### src/rtl/position_estimator_multi_if.sv
// Bus bundle for position_estimator_multi: hall/quadrature/drift-clear inputs
// and the angle, drift and speed results, plus a debug view of the estimator
// state.
//
// Signalling: there is no valid/ready pair on this bus. qdec_inc and qdec_dec
// are single-cycle qualifiers sampled on every rising clk edge. speed_valid
// is a one-cycle strobe with no backpressure: speed_data is meaningful on that
// cycle and holds until the next strobe. All other outputs are level signals
// that update once per clock.
interface position_estimator_multi_if #(
    parameter int THETA_WIDTH = 10,
    parameter int SPEED_WIDTH = 16
);
    logic [2:0]                    hall_uvw;
    logic                          qdec_inc;
    logic                          qdec_dec;
    logic                          drift_clear;
    logic [THETA_WIDTH-1:0]        theta_data;
    logic                          theta_error;
    logic                          theta_uncertain;
    logic                          drift_error;
    logic signed [SPEED_WIDTH-1:0] speed_data;
    logic                          speed_valid;
    logic [1:0]                    est_state;

    // Driver side (motor front-end / bench)
    modport master (
        output hall_uvw, qdec_inc, qdec_dec, drift_clear,
        input  theta_data, theta_error, theta_uncertain, drift_error,
        input  speed_data, speed_valid, est_state
    );

    // Estimator side
    modport slave (
        input  hall_uvw, qdec_inc, qdec_dec, drift_clear,
        output theta_data, theta_error, theta_uncertain, drift_error,
        output speed_data, speed_valid, est_state
    );
endinterface

### src/rtl/position_estimator_multi.sv
// position_estimator_multi: hall + quadrature rotor electrical-angle estimator.
// Filters the raw hall code, snaps theta to the exact hall-edge angle on legal
// single-bit transitions, integrates encoder steps modulo COUNTS_PER_REV in
// between, flags drift between integrated and snapped angle, and (optionally)
// measures signed counts per SPEED_WINDOW clocks.
//
// Build option: define POSITION_ESTIMATOR_SPEED_EN to include the windowed speed
// measurement; without it speed_data and speed_valid are tied to zero.
module position_estimator_multi #(
    parameter int THETA_WIDTH    = 10,
    parameter int COUNTS_PER_REV = 600,
    parameter int FILTER_LEN     = 3,
    parameter int DRIFT_LIMIT    = 8,
    parameter int SPEED_WINDOW   = 1000,
    parameter int SPEED_WIDTH    = 16
) (
    input  logic                        clk,
    input  logic                        reset,
    position_estimator_multi_if.slave   bus
);

    // One 30-degree step in encoder counts; every table/edge angle is a multiple.
    localparam int STEP  = COUNTS_PER_REV / 12;
    localparam int CNT_W = (FILTER_LEN > 1) ? $clog2(FILTER_LEN + 1) : 1;

    // Estimator mode: ERROR (no usable angle), UNCERTAIN (sector table only),
    // LOCKED (edge-snapped and integrating encoder steps).
    typedef enum logic [1:0] {
        ST_ERROR     = 2'd0,
        ST_UNCERTAIN = 2'd1,
        ST_LOCKED    = 2'd2
    } est_state_t;

    est_state_t             state_q, state_d;
    logic [2:0]             raw_q;
    logic [2:0]             filt_q, filt_d;
    logic [2:0]             filt_prev_q;
    logic [CNT_W-1:0]       stab_q, stab_d;
    logic [THETA_WIDTH-1:0] theta_q, theta_d;
    logic                   drift_q, drift_d;

    logic [2:0]             trans;
    logic                   hall_bad;
    logic                   snap_ok;
    logic                   snap_fire;
    logic [3:0]             edge_idx;
    logic [3:0]             sector_idx;
    logic [THETA_WIDTH-1:0] edge_angle;
    logic [THETA_WIDTH-1:0] sector_angle;
    int                     dist_raw;
    int                     dist_circ;
    logic                   drift_set;

    // Multiples of 30 degrees expressed in encoder counts
    function automatic logic [THETA_WIDTH-1:0] idx_to_counts(input logic [3:0] idx);
        return THETA_WIDTH'(int'(idx) * STEP);
    endfunction

    // Hall filter: count consecutive identical raw samples; the filtered code
    // takes the raw value on the sample that completes a run of FILTER_LEN.
    always_comb begin
        stab_d = stab_q;
        filt_d = filt_q;
        if ((bus.hall_uvw == raw_q) && (stab_q != '0)) begin
            if (stab_q < CNT_W'(FILTER_LEN)) begin
                stab_d = stab_q + CNT_W'(1);
            end
        end else begin
            stab_d = CNT_W'(1);
        end
        if (stab_d == CNT_W'(FILTER_LEN)) begin
            filt_d = bus.hall_uvw;
        end
    end

    assign trans    = filt_q ^ filt_prev_q;
    assign hall_bad = (filt_q == 3'b000) || (filt_q == 3'b111);

    // Edge decode: which hall line toggled plus the two steady lines give the
    // exact edge angle; anything else is not snappable.
    always_comb begin
        snap_ok  = 1'b0;
        edge_idx = 4'd0;
        case (trans)
            3'b100: begin
                if (filt_q[1] && !filt_q[0]) begin
                    snap_ok  = 1'b1;
                    edge_idx = 4'd3;
                end else if (!filt_q[1] && filt_q[0]) begin
                    snap_ok  = 1'b1;
                    edge_idx = 4'd9;
                end
            end
            3'b010: begin
                if (filt_q[2] && !filt_q[0]) begin
                    snap_ok  = 1'b1;
                    edge_idx = 4'd1;
                end else if (!filt_q[2] && filt_q[0]) begin
                    snap_ok  = 1'b1;
                    edge_idx = 4'd7;
                end
            end
            3'b001: begin
                if (filt_q[2] && !filt_q[1]) begin
                    snap_ok  = 1'b1;
                    edge_idx = 4'd11;
                end else if (!filt_q[2] && filt_q[1]) begin
                    snap_ok  = 1'b1;
                    edge_idx = 4'd5;
                end
            end
            default: begin
                snap_ok  = 1'b0;
                edge_idx = 4'd0;
            end
        endcase
    end

    // Sector table: mid-sector angle for each legal hall code
    always_comb begin
        case (filt_q)
            3'b100:  sector_idx = 4'd0;
            3'b110:  sector_idx = 4'd2;
            3'b010:  sector_idx = 4'd4;
            3'b011:  sector_idx = 4'd6;
            3'b001:  sector_idx = 4'd8;
            3'b101:  sector_idx = 4'd10;
            default: sector_idx = 4'd0;
        endcase
    end

    assign edge_angle   = idx_to_counts(edge_idx);
    assign sector_angle = idx_to_counts(sector_idx);

    // Next state and next angle, in strict priority order
    always_comb begin
        state_d   = state_q;
        theta_d   = theta_q;
        snap_fire = 1'b0;
        if (hall_bad) begin
            state_d = ST_ERROR;
            theta_d = '0;
        end else if (snap_ok && (state_q != ST_ERROR)) begin
            state_d   = ST_LOCKED;
            theta_d   = edge_angle;
            snap_fire = 1'b1;
        end else if (trans != 3'b000) begin
            state_d = ST_ERROR;
            theta_d = '0;
        end else if (state_q != ST_LOCKED) begin
            state_d = ST_UNCERTAIN;
            theta_d = sector_angle;
        end else if (bus.qdec_inc && !bus.qdec_dec) begin
            theta_d = (theta_q == THETA_WIDTH'(COUNTS_PER_REV - 1)) ? '0
                                                                    : theta_q + THETA_WIDTH'(1);
        end else if (bus.qdec_dec && !bus.qdec_inc) begin
            theta_d = (theta_q == '0) ? THETA_WIDTH'(COUNTS_PER_REV - 1)
                                      : theta_q - THETA_WIDTH'(1);
        end
    end

    // Drift monitor: circular distance between integrated angle and snap target,
    // only meaningful when the integrated angle was already edge-referenced.
    always_comb begin
        dist_raw = int'(theta_q) - int'(edge_angle);
        if (dist_raw < 0) begin
            dist_raw = -dist_raw;
        end
        dist_circ = dist_raw;
        if ((COUNTS_PER_REV - dist_raw) < dist_raw) begin
            dist_circ = COUNTS_PER_REV - dist_raw;
        end
        drift_set = snap_fire && (state_q == ST_LOCKED) && (dist_circ > DRIFT_LIMIT);
        drift_d   = drift_q;
        if (drift_set) begin
            drift_d = 1'b1;
        end else if (bus.drift_clear) begin
            drift_d = 1'b0;
        end
    end

    // Estimator mode register
    always_ff @(posedge clk or posedge reset) begin
        if (reset) begin
            state_q <= ST_ERROR;
        end else begin
            state_q <= state_d;
        end
    end

    // Hall filter, angle and drift registers
    always_ff @(posedge clk or posedge reset) begin
        if (reset) begin
            raw_q       <= 3'b000;
            stab_q      <= '0;
            filt_q      <= 3'b000;
            filt_prev_q <= 3'b000;
            theta_q     <= '0;
            drift_q     <= 1'b0;
        end else begin
            raw_q       <= bus.hall_uvw;
            stab_q      <= stab_d;
            filt_q      <= filt_d;
            filt_prev_q <= filt_q;
            theta_q     <= theta_d;
            drift_q     <= drift_d;
        end
    end

    // Angle outputs decoded from the mode register
    always_comb begin
        bus.theta_data      = theta_q;
        bus.theta_error     = (state_q == ST_ERROR);
        bus.theta_uncertain = (state_q != ST_LOCKED);
        bus.drift_error     = drift_q;
        bus.est_state       = state_q;
    end

`ifdef POSITION_ESTIMATOR_SPEED_EN
    localparam int WIN_W = (SPEED_WINDOW > 1) ? $clog2(SPEED_WINDOW) : 1;
    localparam logic signed [SPEED_WIDTH-1:0] ACC_MAX = {1'b0, {(SPEED_WIDTH-1){1'b1}}};
    localparam logic signed [SPEED_WIDTH-1:0] ACC_MIN = {1'b1, {(SPEED_WIDTH-1){1'b0}}};

    logic [WIN_W-1:0]              win_q, win_d;
    logic signed [SPEED_WIDTH-1:0] acc_q, acc_step, acc_d;
    logic signed [SPEED_WIDTH-1:0] speed_q, speed_d;
    logic                          valid_q, valid_d;
    logic                          win_last;

    assign win_last = (win_q == WIN_W'(SPEED_WINDOW - 1));

    // Saturating step accumulation and end-of-window capture
    always_comb begin
        acc_step = acc_q;
        if (bus.qdec_inc && !bus.qdec_dec && (acc_q != ACC_MAX)) begin
            acc_step = acc_q + SPEED_WIDTH'(1);
        end else if (bus.qdec_dec && !bus.qdec_inc && (acc_q != ACC_MIN)) begin
            acc_step = acc_q - SPEED_WIDTH'(1);
        end
        if (win_last) begin
            win_d   = '0;
            acc_d   = '0;
            speed_d = acc_step;
            valid_d = 1'b1;
        end else begin
            win_d   = win_q + WIN_W'(1);
            acc_d   = acc_step;
            speed_d = speed_q;
            valid_d = 1'b0;
        end
    end

    // Speed window registers
    always_ff @(posedge clk or posedge reset) begin
        if (reset) begin
            win_q   <= '0;
            acc_q   <= '0;
            speed_q <= '0;
            valid_q <= 1'b0;
        end else begin
            win_q   <= win_d;
            acc_q   <= acc_d;
            speed_q <= speed_d;
            valid_q <= valid_d;
        end
    end

    assign bus.speed_data  = speed_q;
    assign bus.speed_valid = valid_q;
`else
    // Speed measurement not built
    assign bus.speed_data  = '0;
    assign bus.speed_valid = 1'b0;
`endif

endmodule

### src/flat_wrapper.sv
// flat-port wrapper written by rule: the top's interface ports become plain ports
module position_estimator_multi_flat 
#(
    parameter int THETA_WIDTH    = 10,
    parameter int COUNTS_PER_REV = 600,
    parameter int FILTER_LEN     = 3,
    parameter int DRIFT_LIMIT    = 8,
    parameter int SPEED_WINDOW   = 1000,
    parameter int SPEED_WIDTH    = 16
)
  (clk, reset, bus_hall_uvw, bus_qdec_inc, bus_qdec_dec, bus_drift_clear, bus_theta_data, bus_theta_error, bus_theta_uncertain, bus_drift_error, bus_speed_data, bus_speed_valid, bus_est_state);
  position_estimator_multi_if #(.THETA_WIDTH(THETA_WIDTH), .SPEED_WIDTH(SPEED_WIDTH)) bus_i ();
  input  logic clk;
  input  logic reset;
  input wire logic [$bits(bus_i.hall_uvw)-1:0] bus_hall_uvw;
  input wire logic [$bits(bus_i.qdec_inc)-1:0] bus_qdec_inc;
  input wire logic [$bits(bus_i.qdec_dec)-1:0] bus_qdec_dec;
  input wire logic [$bits(bus_i.drift_clear)-1:0] bus_drift_clear;
  output wire logic [$bits(bus_i.theta_data)-1:0] bus_theta_data;
  output wire logic [$bits(bus_i.theta_error)-1:0] bus_theta_error;
  output wire logic [$bits(bus_i.theta_uncertain)-1:0] bus_theta_uncertain;
  output wire logic [$bits(bus_i.drift_error)-1:0] bus_drift_error;
  output wire logic [$bits(bus_i.speed_data)-1:0] bus_speed_data;
  output wire logic [$bits(bus_i.speed_valid)-1:0] bus_speed_valid;
  output wire logic [$bits(bus_i.est_state)-1:0] bus_est_state;
  assign bus_i.hall_uvw = bus_hall_uvw;
  assign bus_i.qdec_inc = bus_qdec_inc;
  assign bus_i.qdec_dec = bus_qdec_dec;
  assign bus_i.drift_clear = bus_drift_clear;
  assign bus_theta_data = bus_i.theta_data;
  assign bus_theta_error = bus_i.theta_error;
  assign bus_theta_uncertain = bus_i.theta_uncertain;
  assign bus_drift_error = bus_i.drift_error;
  assign bus_speed_data = bus_i.speed_data;
  assign bus_speed_valid = bus_i.speed_valid;
  assign bus_est_state = bus_i.est_state;
  position_estimator_multi #(.THETA_WIDTH(THETA_WIDTH), .COUNTS_PER_REV(COUNTS_PER_REV), .FILTER_LEN(FILTER_LEN), .DRIFT_LIMIT(DRIFT_LIMIT), .SPEED_WINDOW(SPEED_WINDOW), .SPEED_WIDTH(SPEED_WIDTH)) u_core (.clk(clk), .reset(reset), .bus(bus_i));
endmodule
### config.mk
export PLATFORM = sky130hd
export DESIGN_NAME = position_estimator_multi_flat
export DESIGN_NICKNAME = d
export VERILOG_FILES = /design/src/rtl/position_estimator_multi_if.sv /design/src/rtl/position_estimator_multi.sv /design/src/flat_wrapper.sv
export SDC_FILE = /design/constraint.sdc
export NUM_CORES = 1
export LEC_CHECK = 0
export ABC_AREA = 1
export BUFFER_PORTS_ARGS = -buffer_cell sky130_fd_sc_hd__buf_4
export CAP_MARGIN = 5
export CORE_ASPECT_RATIO = 1.1
export CORE_MARGIN = 2
export CORE_UTILIZATION = 40
export DETAILED_ROUTE_END_ITERATION = 8
export GPL_ROUTABILITY_DRIVEN = 1
export PLACE_DENSITY = 0.69
export REMOVE_ABC_BUFFERS = 1
export SYNTH_ARGS = -nofsm -noshare
export SYNTH_HDL_FRONTEND = slang
export SYNTH_SLANG_ARGS = --single-unit
### constraint.sdc
create_clock -name clk -period 5.3 [get_ports clk]
set_clock_uncertainty 0.05 [all_clocks]
set_input_delay 0.265 -clock clk [delete_from_list [all_inputs] [get_ports clk]]
set_output_delay 0.265 -clock clk [all_outputs]
set_load 0.05 [all_outputs]
==> results of run 1 <==
[registers in the layout, indices dropped and copies added, names as in the netlist]
name	cells
u_core.filt_q	3
u_core.bus.est_state	2
u_core.raw_q	3
u_core.stab_q	2
u_core.filt_prev_q	3
u_core.bus.theta_data	10
u_core.bus.drift_error	1
[critical path, delay by kind of cell (launching register included)]
kind                     cells  cell delay (ns)
XOR/XNOR                     2             0.36
AND/OR/NAND/NOR             20             1.82
flip-flops                   1             0.47
AO/OA/AOI/OAI                2             0.28
buffers and inverters        9             0.90
adder cells (fa/ha/maj)      4             1.40
[worst max path at each step]
stage | startpoint | end | slack, ns | cells past startpoint
CTS | u_core.filt_q[0] | u_core.bus.drift_error | -0.001 | 40
global route | u_core.filt_q[1] | u_core.bus.drift_error | -0.44 | 37
global placement | u_core.filt_q[0] | u_core.bus.drift_error | -0.31 | 39
floorplan | u_core.filt_q[2] | u_core.bus.drift_error | -0.12 | 38
detailed placement | u_core.filt_q[2] | u_core.bus.drift_error | -0.51 | 39
finish | u_core.filt_q[1] | u_core.bus.drift_error | -0.1 | 37
[cells by family (layout without fill, tap and decap cells)]
family / after synthesis / count (layout)
AND/OR/NAND/NOR: 282 / 282
buffers and inverters: 110 / 200
AO/OA/AOI/OAI: 72 / 72
adder cells (fa/ha/maj): 48 / 48
XOR/XNOR: 30 / 30
flip-flops: 24 / 24
other: 2 / 27
multiplexers: 1 / 1
[final cells by class]
cell class                 count  area [µm²]  share of cell area [%]
timing repair buffer         112         860                    16.3
multi-input combinational    460        3270                    62.1
clock buffer                   3        41.3                   0.784
tap                          117         146                    2.78
clock inverter                 1        30.0                   0.570
inverter                      84         315                    5.98
sequential                    24         603                    11.4
[Yosys cell counts, drive strengths merged, types with 2 or more instances]
cell type,number,share of area [%]
a2111oi,2,0.46
a21oi,20,2.7
buf,19,4.0
clkbuf,7,0.70
clkinv,3,0.30
conb,2,0.20
dfrtp,24,16
fa,2,1.1
ha,46,15
inv,81,8.0
nand2,148,16
nand3,48,7.8
nand3b,6,1.2
nand4,6,0.99
nor2,49,5.3
nor3,10,1.8
nor3b,2,0.40
nor4,2,0.33
o211ai,3,0.60
o21ai,32,4.2
o221ai,4,0.93
o22ai,6,0.99
or2,11,1.8
xnor2,11,2.9
xor2,19,4.4
[metal layers]
layer,global-route usage (%),up-vias,part of all wire (%)
li1,-,2031,-
met1,23.6,1933,42
met2,38.2,96,53
met3,1.31,19,2.9
met4,5.94,0,2.0
met5,0,-,0
[stage by stage]
stage               cell area [µm²]  cells  util, %  setup TNS, ns  hold WS (ns)
floorplan                      3690    568        -         -0.119         0.230
global placement               4490    772     48.5         -0.309         0.336
detailed placement             4490    772     48.5         -0.507         0.336
CTS                            5030    796     54.3      -0.000957        0.0492
global route                   5270    801     56.9         -0.443        0.0496
finish                         5270    801     56.9        -0.0980        0.0522
[timing repair]
item	CTS	global route
pin swaps	39	39
resized for setup	65	39
endpoints found under the setup margin	1	1
buffers inserted	20	5
gates cloned	0	0
==> results.json, run 1 <==
{
  "ant_nets": 0,
  "gr-total-overflow": 0,
  "criticalPathCategory": "flip-flop to flip-flop",
  "hold_path_end": "u_core.raw_q[1]",
  "drtIter0Drc": 193,
  "rrSetupSlack_ns": -0.1,
  "io_buffers": 22,
  "min_path_type": "primary input to flip-flop",
  "clk_pin_slew_ns": 0.09,
  "crit_slowest_cell": "fa_2",
  "status": "complete, but fails checks",
  "max_slew.worst_pin.slew_ns": 1.08,
  "synth-simple-area-share_pct": 35.9,
  "required_ns": 5.42,
  "rr_endpoint": "u_core.bus.drift_error",
  "hold_buffers": 0,
  "rr_worst_depth": 37,
  "synth-adder-area-share_pct": 16.3,
  "dieArea_um2": 10200,
  "final_layout_size_suffix_gt1_share_pct": 35.4,
  "final_cell_mix": "nand2_1, buf_4, inv_1",
  "hold_viol_final": 0,
  "synth_cell_type_count": 44,
  "synth-edff-count": 0,
  "drc": 0,
  "post-route-min-period_ns": 5.40,
  "syn_area_um2": 3780,
  "synthMuxAreaShare_pct": 0.265,
  "first_pass_iters": 5,
  "cts_tree": "yes",
  "synth-async-reset-ratio_pct": 100,
  "nets": 741,
  "core_area_um2": 9260,
  "crit_fanout": 9,
  "fin_ws_ns": -0.0980,
  "grt_pass1_wl_um": 17400,
  "final_common_cell": "nand2_1",
  "synth_top_family_by_area": "simple AND/OR/NAND/NOR gates",
  "relSlewSlack_pct": 27.6,
  "crit_top_cell": "nand2_1",
  "syn_area_per_cell_um2": 6.64,
  "initial_core_util_pct": 40.8,
  "clkSinkCount": 24,
  "root_buffer": "clkbuf_8",
  "cts_max_path_buffers": 2,
  "ys_warn_count": 0,
  "period_share_pct": 102,
  "rsz0062_at_grt": "true",
  "clock.fmax_mhz": 185,
  "dieWidth_um": 96.7,
  "max_stage_delay_ns": 0.61,
  "synth_top_flop_cell": "dfrtp_1",
  "ys_seq_elements": 24,
  "vias": 4079,
  "grt_max_degree": 25,
  "cts_made_buffers": 3,
  "arrival_ns": 5.52,
  "pin_count": 40,
  "setup-violations-final": 1,
  "grtUsageTotal_pct": 19.9,
  "hold_depth": 1,
  "grt_pass1_vias": 3923,
  "routed_via_density": 5.09,
  "synth_cells": 569,
  "hpwl_um": 7920,
  "drv_slew": 0,
  "dp_slack_ns": -0.507,
  "reg2reg_from": "u_core.filt_q[1]",
  "antenna_found_initial": 0,
  "synth-compound-area-share_pct": 11.1,
  "area_delta_synth_final_pct": 39.5,
  "row_count": 37,
  "gp_congestion": 0.934,
  "n_fill_cell": 812,
  "worstHoldStart": "bus_hall_uvw[1]",
  "crit_path_end_kind": "flip-flop",
  "violations": "setup timing",
  "htree_levels": 1,
  "startpoint_type": "flip-flop",
  "seq_area_frac_synth_pct": 15.9,
  "worstSkewPairLatency_ns": 0.27,
  "die_h_um": 106,
  "antennaDiodeCount": 0,
  "wl_per_cell_um": 13.2,
  "synthXorXnorAreaFrac_pct": 7.35,
  "max_cap_viol_count": 0,
  "wirelength_um": 10600
}
Power of run 1 is not shown: default switching activity piles up to over one toggle a cycle in this logic, so the estimate is an artifact.
==> inputs of run 2 (changes only) <==
--- a/config.mk
+++ b/config.mk
@@ -13,6 +13,7 @@
 export CORE_UTILIZATION = 40
 export DETAILED_ROUTE_END_ITERATION = 8
 export GPL_ROUTABILITY_DRIVEN = 1
+export MAX_ROUTING_LAYER = met4
 export PLACE_DENSITY = 0.69
 export REMOVE_ABC_BUFFERS = 1
 export SYNTH_ARGS = -nofsm -noshare
==> run 2 against run 1 <==
Effect of this change: the run still ends with setup timing left; sequential cell count is the same; utilization fell by 1.9 points; sequential share of layout area up 0.37 points; final area shrank 3.3%; maximum frequency is 0.75% lower; first-iteration DRC count rose by 6.7%; global-route usage decreased by 0.83 points; critical path type unchanged.
==> results.json, run 2 (synthesis results as in run 1) <==
{
  "wl_per_cell_um": 12.7,
  "fin_area_um2": 5090,
  "violations": "setup timing",
  "dieWidth_um": 96.7,
  "relSlewSlack_pct": 28.0,
  "dieArea_um2": 10200,
  "wirelength_um": 10100,
  "fin_ws_ns": -0.139,
  "final_common_cell": "nand2_1",
  "die_h_um": 106,
  "vias": 4014,
  "nets": 735,
  "multi_input_area_um2": 3140,
  "core_area_um2": 9260,
  "max_stage_delay_ns": 0.41,
  "largest_reg_flops": 10,
  "row_count": 37,
  "top_layer": "met4",
  "crit_path_end_kind": "flip-flop",
  "htree_levels": 1,
  "wl_met1_um": 4220,
  "wl_met3_um": 472,
  "grt_max_degree": 25,
  "crit_fanout": 6,
  "criticalPathCategory": "flip-flop to flip-flop",
  "min_path_type": "primary input to flip-flop",
  "io_buffers": 22,
  "cts_tree": "yes",
  "rsz0062_at_grt": "true",
  "max_cap_viol_count": 0,
  "pin_count": 40,
  "required_ns": 5.44,
  "worstSkewPairLatency_ns": 0.28,
  "hpwl_um": 7790,
  "initial_core_util_pct": 40.8,
  "crit_slowest_cell": "dfrtp_1",
  "setup_tns_ns": -0.139,
  "seqCellArea_um2": 602,
  "area_delta_synth_final_pct": 34.8,
  "drtIter0Drc": 206,
  "status": "complete, but fails checks",
  "grtUsageTotal_pct": 19.1,
  "gp_congestion": 0.985,
  "drv_slew": 0,
  "dp_slack_ns": -0.456,
  "grt_pass1_wl_um": 16100,
  "placed_area_um2": 4490,
  "antenna_found_initial": 0,
  "crit_top_cell": "nand2_1",
  "cts_made_buffers": 3,
  "dr_wl_met2_um": 5270,
  "routed_via_density": 5.05,
  "clock.fmax_mhz": 184,
  "max_slew.worst_pin.slew_ns": 1.08,
  "drc": 0,
  "clk_pin_slew_ns": 0.09,
  "n_fill_cell": 852,
  "period_share_pct": 103,
  "gr-total-overflow": 0,
  "final_layout_size_suffix_gt1_share_pct": 32.7,
  "post-route-min-period_ns": 5.44,
  "clkSinkCount": 24,
  "ant_nets": 0,
  "root_buffer": "clkbuf_8",
  "first_pass_iters": 5,
  "setup-violations-final": 1,
  "startpoint_type": "flip-flop",
  "grt_pass1_vias": 3733,
  "hold_viol_final": 0,
  "arrival_ns": 5.57,
  "cts_max_path_buffers": 2,
  "final_cell_mix": "nand2_1, buf_4, inv_1",
  "antennaDiodeCount": 0
}
==> run 2: cell type report <==
class | instances | share of cell area [%]
clock buffers | 3 | 0.811
clock inverters | 1 | 0.590
inverters | 84 | 6.19
multi-input cells | 460 | 61.7
flip-flops and latches | 24 | 11.8
well taps | 117 | 2.87
repair buffers | 106 | 16.0
==> run 2: per-layer routing <==
metal | GRT usage [%] | up-vias
met5 | - | -
met4 | 5.63 | 0
met3 | 2.17 | 22
met2 | 34.8 | 122
met1 | 22.0 | 1841
li1 | - | 2029
==> run 2: stage by stage <==
| stage | utilization (%) | hold slack (ns) | instances |
|---|---|---|---|
| after floorplan | - | 0.230 | 568 |
| after global placement | 48.5 | 0.337 | 772 |
| after detailed placement | 48.5 | 0.335 | 772 |
| after CTS | 51.0 | 0.0430 | 781 |
| after global routing | 55.0 | 0.0391 | 795 |
| final | 55.0 | 0.0505 | 795 |
==> run 2: worst paths after layout <==
path / startpoint / to / slack [ns] / cells past startpoint
max: u_core.filt_q[2] / u_core.bus.drift_error / -0.14 / 37
min: bus_hall_uvw[2] / u_core.raw_q[2] / 0.05 / 1
max in group asynchronous: reset / u_core.filt_q[0] / 4.42 / 2
min in group asynchronous: reset / u_core.bus.theta_data[2] / 0.14 / 2
max reg2reg: u_core.filt_q[2] / u_core.bus.drift_error / -0.14 / 37
min reg2reg: u_core.filt_q[0] / u_core.filt_prev_q[0] / 0.41 / 0
==> run 2: timing repair <==
item	in CTS	in global routing
hold buffers	0	0
pin swaps	9	37
endpoints found under the hold margin	0	0
buffers inserted	5	14
setup endpoints to repair	1	1
cloned	0	0
gates resized for setup	24	56
==> run 2: worst max-delay path: cells and delay by family (launching register included) <==
kind / cells / cell delay, ns
xor+xnor: 2 / 0.43
fa+ha+maj: 5 / 1.47
buf+inv: 7 / 0.65
flops: 1 / 0.41
compound gates: 4 / 0.58
simple gates: 19 / 1.73
Power of run 2 is left out for the same reason.
==> inputs of run 3 (changes only) <==
--- a/config.mk
+++ b/config.mk
@@ -10,11 +10,11 @@
 export CAP_MARGIN = 5
 export CORE_ASPECT_RATIO = 1.1
 export CORE_MARGIN = 2
-export CORE_UTILIZATION = 40
+export CORE_UTILIZATION = 38
 export DETAILED_ROUTE_END_ITERATION = 8
 export GPL_ROUTABILITY_DRIVEN = 1
 export MAX_ROUTING_LAYER = met4
-export PLACE_DENSITY = 0.69
+export PLACE_DENSITY = 0.67
 export REMOVE_ABC_BUFFERS = 1
 export SYNTH_ARGS = -nofsm -noshare
 export SYNTH_HDL_FRONTEND = slang
==> run 3 against run 2 <==
Effect of this change: the flow still finishes with violations (setup timing); via count is 9.0% higher; die area is 5.0% higher; sequential share of layout area is 1.0 points lower; critical endpoint unchanged.
==> results.json, run 3 (synthesis results as in run 1) <==
{
  "status": "complete, but fails checks",
  "violations": "setup timing",
  "arrival_ns": 5.62,
  "drv_slew": 0,
  "antenna_found_initial": 0,
  "vias": 4374,
  "max_cap_viol_count": 0,
  "clk_pin_slew_ns": 0.09,
  "grt_pass1_vias": 4255,
  "dieWidth_um": 99.1,
  "reg2reg_from": "u_core.filt_q[1]",
  "seqCellArea_um2": 603,
  "drtIter0Drc": 202,
  "crit_fanout": 8,
  "cts_max_path_buffers": 2,
  "core_area_um2": 9790,
  "crit_slowest_cell": "dfrtp_2",
  "multi_input_area_um2": 3390,
  "routed_via_density": 5.27,
  "wirelength_um": 12600,
  "final_common_cell": "buf_4",
  "startpoint_type": "flip-flop",
  "area_delta_synth_final_pct": 47.7,
  "initial_core_util_pct": 38.6,
  "final_layout_size_suffix_gt1_share_pct": 39.4,
  "io_buffers": 22,
  "setup-violations-final": 1,
  "rsz0062_at_grt": "true",
  "gr-total-overflow": 0,
  "rr_endpoint": "u_core.bus.drift_error",
  "htree_levels": 1,
  "cts_tree": "yes",
  "largest_reg_flops": 10,
  "period_share_pct": 104,
  "hpwl_um": 8230,
  "ant_nets": 0,
  "dieArea_um2": 10800,
  "min_path_type": "primary input to flip-flop",
  "clock.fmax_mhz": 182,
  "first_pass_iters": 4,
  "max_stage_delay_ns": 0.48,
  "rrSetupSlack_ns": -0.19,
  "root_buffer": "clkbuf_8",
  "row_count": 38,
  "max_slew.worst_pin.slew_ns": 1.10,
  "fin_ws_ns": -0.195,
  "cts_made_buffers": 3,
  "nets": 767,
  "criticalPathCategory": "flip-flop to flip-flop",
  "drc": 0,
  "pin_count": 40,
  "gp_congestion": 0.889,
  "antennaDiodeCount": 0,
  "clkSinkCount": 24,
  "die_h_um": 109,
  "n_fill_cell": 816,
  "worstSetupEndpoint": "u_core.bus.drift_error",
  "crit_path_start": "u_core.filt_q[1]",
  "grt_max_degree": 25,
  "rr_worst_depth": 37,
  "grtUsageTotal_pct": 21.3,
  "crit_top_cell": "nand2_1",
  "dp_slack_ns": -0.538,
  "worstSkewPairLatency_ns": 0.28,
  "wl_per_cell_um": 15.2,
  "hold_buffers": 0,
  "required_ns": 5.43,
  "post-route-min-period_ns": 5.49,
  "hold_depth": 1,
  "final_cell_mix": "buf_4, nand2_1, inv_1",
  "grt_pass1_wl_um": 18500,
  "whs_ns": 0.0441,
  "hold_viol_final": 0,
  "relSlewSlack_pct": 26.4,
  "crit_path_end_kind": "flip-flop"
}
run 3: routing by layer:
metal / GRT usage [%] / part of all wire [%] / up-vias
met1: 21.6 / 37 / 2079
li1: - / - / 2092
met5: - / 0 / -
met4: 10.3 / 4.2 / 0
met2: 41.4 / 55 / 154
met3: 1.29 / 3.8 / 49
run 3: worst min path at each step:
stage | start | endpoint | slack [ns]
floorplan | reset | u_core.bus.drift_error | 0.23
global placement | bus_hall_uvw[2] | u_core.raw_q[2] | 0.34
detailed placement | bus_hall_uvw[1] | u_core.raw_q[1] | 0.33
CTS | bus_hall_uvw[1] | u_core.raw_q[1] | 0.05
global route | bus_hall_uvw[1] | u_core.raw_q[1] | 0.04
finish | bus_hall_uvw[1] | u_core.raw_q[1] | 0.04
run 3: stage by stage:
| stage | cell area (µm²) | setup TNS (ns) | std cells | util, % |
|---|---|---|---|---|
| 5_1_grt | 5580 | -0.419 | 830 | 57.0 |
| 2_1_floorplan | 3690 | -0.119 | 568 | - |
| 3_5_place_dp | 4560 | -0.538 | 783 | 46.5 |
| 3_3_place_gp | 4560 | -0.411 | 783 | 46.5 |
| 4_1_cts | 5170 | 0 | 815 | 52.8 |
| 6_report | 5580 | -0.195 | 830 | 57.0 |
run 3: worst max-delay path, delay by kind of cell (launching register included):
| kind | cells | cell delay [ns] |
|---|---|---|
| buf+inv | 6 | 0.72 |
| fa+ha+maj | 5 | 1.44 |
| simple gates | 23 | 2.35 |
| xor+xnor | 1 | 0.21 |
| flops | 1 | 0.48 |
| compound gates | 2 | 0.14 |
run 3: area by class of cell:
type	count	area share, %
inverter	84	5.65
tap	120	2.69
timing repair buffer	137	18.8
sequential	24	10.8
clock buffer	3	0.740
multi-input combinational	461	60.7
clock inverter	1	0.538
run 3: what timing repair did:
item / in CTS / in global routing
gates cloned: 1 / 0
endpoints found under the setup margin: 1 / 1
pin swaps: 46 / 61
setup buffers: 28 / 15
resized for setup: 71 / 51
Power of run 3 is left out for the same reason.
